**src/rtl/snn_step_scheduler_pkg.sv**
```systemverilog
// Shared types for the SNN timestep scheduler: FSM state encoding and default sizes.
package snn_sched_pkg;

  localparam int DEF_NUM_INPUTS = 4;
  localparam int DEF_STEP_W     = 16;

  typedef enum logic [2:0] {
    IDLE    = 3'd0,
    CLEAR   = 3'd1,
    CAPTURE = 3'd2,
    ARB     = 3'd3,
    EVAL    = 3'd4,
    DONE    = 3'd5
  } state_t;

endpackage

```
**src/rtl/snn_step_scheduler_rr_arbiter.sv**
```systemverilog
// Combinational round-robin search: first set pending bit at or above ptr, wrapping.
module rr_arbiter #(
  parameter int NUM_INPUTS = 4,
  parameter int IDX_W      = $clog2(NUM_INPUTS)
) (
  input  logic [NUM_INPUTS-1:0] pending,
  input  logic [IDX_W-1:0]      ptr,
  output logic [IDX_W-1:0]      idx,
  output logic                  any
);

  int               pos;
  logic [IDX_W-1:0] sel;

  // Scan from the farthest offset down so the nearest set bit wins.
  always_comb begin
    idx = '0;
    any = 1'b0;
    pos = 0;
    sel = '0;
    for (int off = NUM_INPUTS - 1; off >= 0; off--) begin
      pos = int'(ptr) + off;
      if (pos >= NUM_INPUTS) pos = pos - NUM_INPUTS;
      sel = IDX_W'(pos);
      if (pending[sel]) begin
        idx = sel;
        any = 1'b1;
      end
    end
  end

endmodule

```
**src/rtl/snn_step_scheduler.sv**
```systemverilog
// Timestep controller and round-robin event serialiser for a time-multiplexed IF neuron.
// Optional SNN_SPIKE_COUNT_EN adds a saturating output-spike counter per run.
//
// state   | meaning
// IDLE    | waiting for start
// CLEAR   | one-cycle neuron membrane reset
// CAPTURE | latch spike_in into pending
// ARB     | offer pending events one at a time
// EVAL    | one-cycle threshold evaluation strobe
// DONE    | one-cycle done pulse
module snn_step_scheduler
  import snn_sched_pkg::*;
#(
  parameter int NUM_INPUTS = DEF_NUM_INPUTS,
  parameter int STEP_W     = DEF_STEP_W,
  parameter int IDX_W      = $clog2(NUM_INPUTS)
) (
  input  logic                  clk,
  input  logic                  rst_n,
  input  logic                  start,
  input  logic [STEP_W-1:0]     num_steps,
  input  logic [NUM_INPUTS-1:0] spike_in,
  output logic                  ev_valid,
  output logic [IDX_W-1:0]      ev_idx,
  input  logic                  ev_ready,
  output logic                  neuron_rst,
  output logic                  eval_strobe,
  output logic [STEP_W-1:0]     step_idx,
  output logic                  busy,
  output logic                  done
`ifdef SNN_SPIKE_COUNT_EN
  ,
  input  logic                  neuron_spike,
  output logic [STEP_W-1:0]     spike_count
`endif
);

  state_t                  state, state_nx;
  logic [STEP_W-1:0]       num_steps_q;
  logic [NUM_INPUTS-1:0]   pending;
  logic [IDX_W-1:0]        rr_ptr;

  logic [NUM_INPUTS-1:0]   pending_left;
  logic [IDX_W-1:0]        ptr_after;
  logic [NUM_INPUTS-1:0]   arb_pending;
  logic [IDX_W-1:0]        arb_ptr;
  logic [IDX_W-1:0]        arb_idx;
  logic                    arb_any;
  logic                    accept;
  logic                    last_step;

  assign accept       = (state == ARB) && ev_ready;
  assign pending_left = pending & ~(NUM_INPUTS'(1) << ev_idx);
  assign ptr_after    = (ev_idx == IDX_W'(NUM_INPUTS - 1)) ? '0 : ev_idx + IDX_W'(1);
  assign last_step    = (step_idx == num_steps_q - STEP_W'(1));

  // In CAPTURE search the fresh vector; in ARB look ahead past the event being accepted.
  assign arb_pending  = (state == CAPTURE) ? spike_in : pending_left;
  assign arb_ptr      = (state == CAPTURE) ? rr_ptr   : ptr_after;

  rr_arbiter #(
    .NUM_INPUTS (NUM_INPUTS),
    .IDX_W      (IDX_W)
  ) u_arb (
    .pending (arb_pending),
    .ptr     (arb_ptr),
    .idx     (arb_idx),
    .any     (arb_any)
  );

  always_ff @(posedge clk or negedge rst_n) begin
    if (!rst_n) state <= IDLE;
    else        state <= state_nx;
  end

  always_comb begin
    state_nx = state;
    case (state)
      IDLE:    if (start) state_nx = CLEAR;
      CLEAR:   state_nx = (num_steps_q == '0) ? DONE : CAPTURE;
      CAPTURE: state_nx = (spike_in == '0) ? EVAL : ARB;
      ARB:     if (accept && !arb_any) state_nx = EVAL;
      EVAL:    state_nx = last_step ? DONE : CAPTURE;
      DONE:    state_nx = IDLE;
      default: state_nx = IDLE;
    endcase
  end

  always_comb begin
    ev_valid    = 1'b0;
    neuron_rst  = 1'b0;
    eval_strobe = 1'b0;
    done        = 1'b0;
    busy        = 1'b0;
    case (state)
      CLEAR: begin
        neuron_rst = 1'b1;
        busy       = 1'b1;
      end
      CAPTURE: busy = 1'b1;
      ARB: begin
        ev_valid = 1'b1;
        busy     = 1'b1;
      end
      EVAL: begin
        eval_strobe = 1'b1;
        busy        = 1'b1;
      end
      DONE:    done = 1'b1;
      default: ;
    endcase
  end

  always_ff @(posedge clk or negedge rst_n) begin
    if (!rst_n) begin
      num_steps_q <= '0;
      step_idx    <= '0;
      pending     <= '0;
      rr_ptr      <= '0;
      ev_idx      <= '0;
    end else begin
      case (state)
        IDLE: if (start) begin
          num_steps_q <= num_steps;
          step_idx    <= '0;
        end
        CAPTURE: begin
          pending <= spike_in;
          if (arb_any) ev_idx <= arb_idx;
        end
        ARB: if (ev_ready) begin
          pending <= pending_left;
          rr_ptr  <= ptr_after;
          if (arb_any) ev_idx <= arb_idx;
        end
        EVAL: if (!last_step) step_idx <= step_idx + STEP_W'(1);
        default: ;
      endcase
    end
  end

`ifdef SNN_SPIKE_COUNT_EN
  logic eval_q;

  // The neuron answers one cycle after the strobe, so the count follows a delayed strobe.
  always_ff @(posedge clk or negedge rst_n) begin
    if (!rst_n) begin
      eval_q      <= 1'b0;
      spike_count <= '0;
    end else begin
      eval_q <= (state == EVAL);
      if (state == CLEAR)
        spike_count <= '0;
      else if (eval_q && neuron_spike && (spike_count != '1))
        spike_count <= spike_count + STEP_W'(1);
    end
  end
`endif

endmodule

```
**config.mk**
```make
export PLATFORM = sky130hd
export DESIGN_NAME = snn_step_scheduler
export DESIGN_NICKNAME = d
export VERILOG_FILES = /design/src/rtl/snn_step_scheduler_pkg.sv /design/src/rtl/snn_step_scheduler_rr_arbiter.sv /design/src/rtl/snn_step_scheduler.sv
export SDC_FILE = /design/constraint.sdc
export NUM_CORES = 1
export LEC_CHECK = 0
export ABC_AREA = 1
export BUFFER_PORTS_ARGS = -buffer_cell sky130_fd_sc_hd__buf_2
export CORE_MARGIN = 2
export CORE_UTILIZATION = 60
export CTS_BUF_LIST = sky130_fd_sc_hd__clkbuf_8
export CTS_CLUSTER_DIAMETER = 120
export DETAILED_ROUTE_END_ITERATION = 16
export GPL_ROUTABILITY_DRIVEN = 0
export PLACE_DENSITY_LB_ADDON = 0.25
export SYNTH_ARGS = -nofsm -noshare
export SYNTH_HDL_FRONTEND = slang
export SYNTH_SLANG_ARGS = --single-unit
```
**constraint.sdc**
```tcl
create_clock -name clk -period 2.2 [get_ports clk]
set_clock_uncertainty 0.05 [all_clocks]
set_input_delay 0.11 -clock clk [delete_from_list [all_inputs] [get_ports clk]]
set_output_delay 0.11 -clock clk [all_outputs]
set_load 0.005 [all_outputs]
```
==> results.sh <==
export IMPL_ys_seq_area_frac=0.332
export IMPL_p_leak_nw=1.99
export IMPL_critPathArrivalTime_ns=2.32
export IMPL_detail_route_iter0_violations=293
export IMPL_syn_nets=516
export IMPL_hold_class="in -> reg"
export IMPL_cp_slowest_stage_delay_ns=0.43
export IMPL_grt_start_max_net_pins=44
export IMPL_io_buffer_count=46
export IMPL_clk_pin_slew_ns=0.09
export IMPL_yosys_cell_types_count=30
export IMPL_first_pass_iters=5
export IMPL_tightest_slew_ns=0.955
export IMPL_cp_required_ns=2.35
export IMPL_clkSinkCount=43
export IMPL_numCtsBuffers=5
export IMPL_synth_top_cell_by_area="dfrtp_1"
export IMPL_initial_core_util=0.627
export IMPL_grt_pass1_wl_um=13900
export IMPL_synth_area_top_cells="dfrtp_1, nand2_1, nor2_1"
export IMPL_holdWs_ns=0.00886
export IMPL_synth_edf_count=0
export IMPL_relSlewSlack=0.364
export IMPL_async_reset_ff_frac=1.00
export IMPL_period_needed_ns=2.17
export IMPL_p_total_w=0.00498
export IMPL_routed_wl_um=8740
export IMPL_max_freq_ghz=0.460
export IMPL_die_h_um=77.5
export IMPL_end_kind="register"
export IMPL_wl_per_cell_um=13.8
export IMPL_track_usage=0.285
export IMPL_ys_top_cells_by_count="nand2_1, nor2_1, nand3_1"
export IMPL_ctsRootBufferMaster="clkbuf_8"
export IMPL_avgSynthCellArea_um2=6.67
export IMPL_synth_cells=486
export IMPL_ant_nets=0
export IMPL_drive_gt1_frac=0.221
export IMPL_ys_warnings_count=0
export IMPL_cellPowerDensity_mw_per_mm2=1250
export IMPL_maxCapViolCount=0
export IMPL_status="complete, no violations"
export IMPL_cp_num_buf_inv=2
export IMPL_dr_total_vias=3425
export IMPL_die_w_um=77.5
export IMPL_drc=0
export IMPL_period_share=0.988
export IMPL_synth_main_ff_cell="dfrtp_1"
export IMPL_cts_htree_levels=2
export IMPL_critical_path_class="reg -> reg"
export IMPL_cts_tree="built"
export IMPL_crit_chain="inv_2, buf_4, nand2_4, nor2_4, nand2_1, xor2_1, nand3_1, nor2_2, nand2_4, nand2_8, nand2_8, nand2_1, nand2_1"
export IMPL_setup_viol=0
export IMPL_core_area_mm2=0.00517
export IMPL_finalSetupTns_ns=0
export IMPL_die_area_mm2=0.00600
export IMPL_crit_top_cell="nand2_1"
export IMPL_fin_cells=635
export IMPL_slowest_stage="dfrtp_1"
export IMPL_vias_per_cell=5.39
export IMPL_ios=47
export IMPL_syn_area_mm2=0.00324
export IMPL_area_delta_synth_final_pct=23.2
export IMPL_clock_latency_ns=0.30
export IMPL_vdd_drop_max_uv=838
export IMPL_synth_most_common_cell="nand2_1"
export IMPL_start_kind="register"
export IMPL_hold_viol_final=0
export IMPL_max_clock_path_buffers=2
export IMPL_cp_top_family="simple AND/OR/NAND/NOR gates"
export IMPL_ys_ff_latch=43
export IMPL_placed_cells=603
export IMPL_first_global_vias=2992
export IMPL_hpwl_um=6140
export IMPL_crit_path_max_fanout=16
export IMPL_grt_overflow=0
export IMPL_row_count=26
export IMPL_synth_top_area_frac=0.332
export IMPL_antenna_cells=0
export IMPL_maxSlewViolCount=0
export IMPL_antenna_found_initial=0
export IMPL_final_nets=594
==> layout make-up <==
| type | count | area [um^2] |
|---|---|---|
| inverter | 43 | 165 |
| multi-input combinational | 389 | 2040 |
| sequential | 43 | 1080 |
| timing repair buffer | 82 | 527 |
| fill | 403 | 1180 |
| clock inverter | 2 | 16.3 |
| clock buffer | 6 | 82.6 |
| tap | 70 | 87.6 |
==> registers in the layout, indices dropped and copies added (netlist names) <==
name / count
num_steps_q: 16
rr_ptr: 2
state: 3
step_idx: 16
pending: 4
ev_idx: 2
==> path summary, 6_finish.rpt <==
path	startpoint	to	slack [ns]	cells after the start
min in group asynchronous	rst_n	step_idx[7]	0.44	2
max in group asynchronous	rst_n	num_steps_q[5]	1.00	2
max	num_steps_q[0]	step_idx[10]	0.03	13
min	num_steps[2]	num_steps_q[2]	0.009	3
max reg2reg	num_steps_q[0]	step_idx[10]	0.03	13
min reg2reg	pending[1]	pending[1]	0.44	2
==> tightest hold or removal path, delay by kind of cell <==
kind	cells	cell delay (ns)
and+or+nand+nor	1	0.03
AOI/OAI and AO/OA	1	0.09
buffers and inverters	1	0.08
==> what timing repair did <==
item,CTS,global route
pin swaps,0,9
cloned,0,1
setup endpoints to repair,16,21
setup buffers,0,14
gates resized for setup,2,28
hold buffers,9,0
endpoints found under the hold margin,51,0
==> power breakdown <==
part	internal (W)	switching (W)	total (W)
sequential	0.00106	0.000298	0.00135
combinational	0.00124	0.00185	0.00308
clock	0.000256	0.000282	0.000538
total	0.00255	0.00243	0.00498
==> per-stage QoR <==
stage / instance area, um^2 / utilization / setup slack (ns)
4_1_cts: 3790 / 0.732 / 0.0227
2_1_floorplan: 3240 / - / 0.199
5_1_grt: 3990 / 0.772 / -0.0611
3_5_place_dp: 3590 / 0.694 / -0.0341
6_report: 3990 / 0.772 / 0.0275
3_3_place_gp: 3590 / 0.694 / 0.0512
==> cell usage in the layout (no fill, tap or decap), types with 5 or more instances in the layout <==
| master | count |
|---|---|
| o21ai_0 | 19 |
| xor2_1 | 24 |
| buf_4 | 26 |
| nor2_1 | 66 |
| nor2_4 | 5 |
| mux2_2 | 8 |
| a21oi_1 | 11 |
| inv_1 | 38 |
| dlygate4sd3_1 | 9 |
| nand2_1 | 156 |
| dfrtp_1 | 40 |
| buf_2 | 46 |
| nor2_2 | 8 |
| clkbuf_8 | 6 |
| nor3_1 | 8 |
| nand3_1 | 44 |
| nor4_1 | 5 |
==> logic make-up (layout without fill, tap and decap cells) <==
group	after synthesis	in the layout	synth area share
XOR/XNOR	28	28	0.0757
AND/OR/NAND/NOR	310	311	0.408
flip-flops	43	43	0.332
AO/OA/AOI/OAI	36	36	0.0622
buffers and inverters	55	133	0.0710
adder cells (fa/ha/maj)	6	6	0.0232
multiplexers	8	8	0.0278
==> routing by layer <==
metal	GRT usage	routed length, um
met5	0	0
met1	0.414	3960
met2	0.449	4030
met4	0.0768	143
met3	0.0384	604
Power figures use the tool's default switching activity.
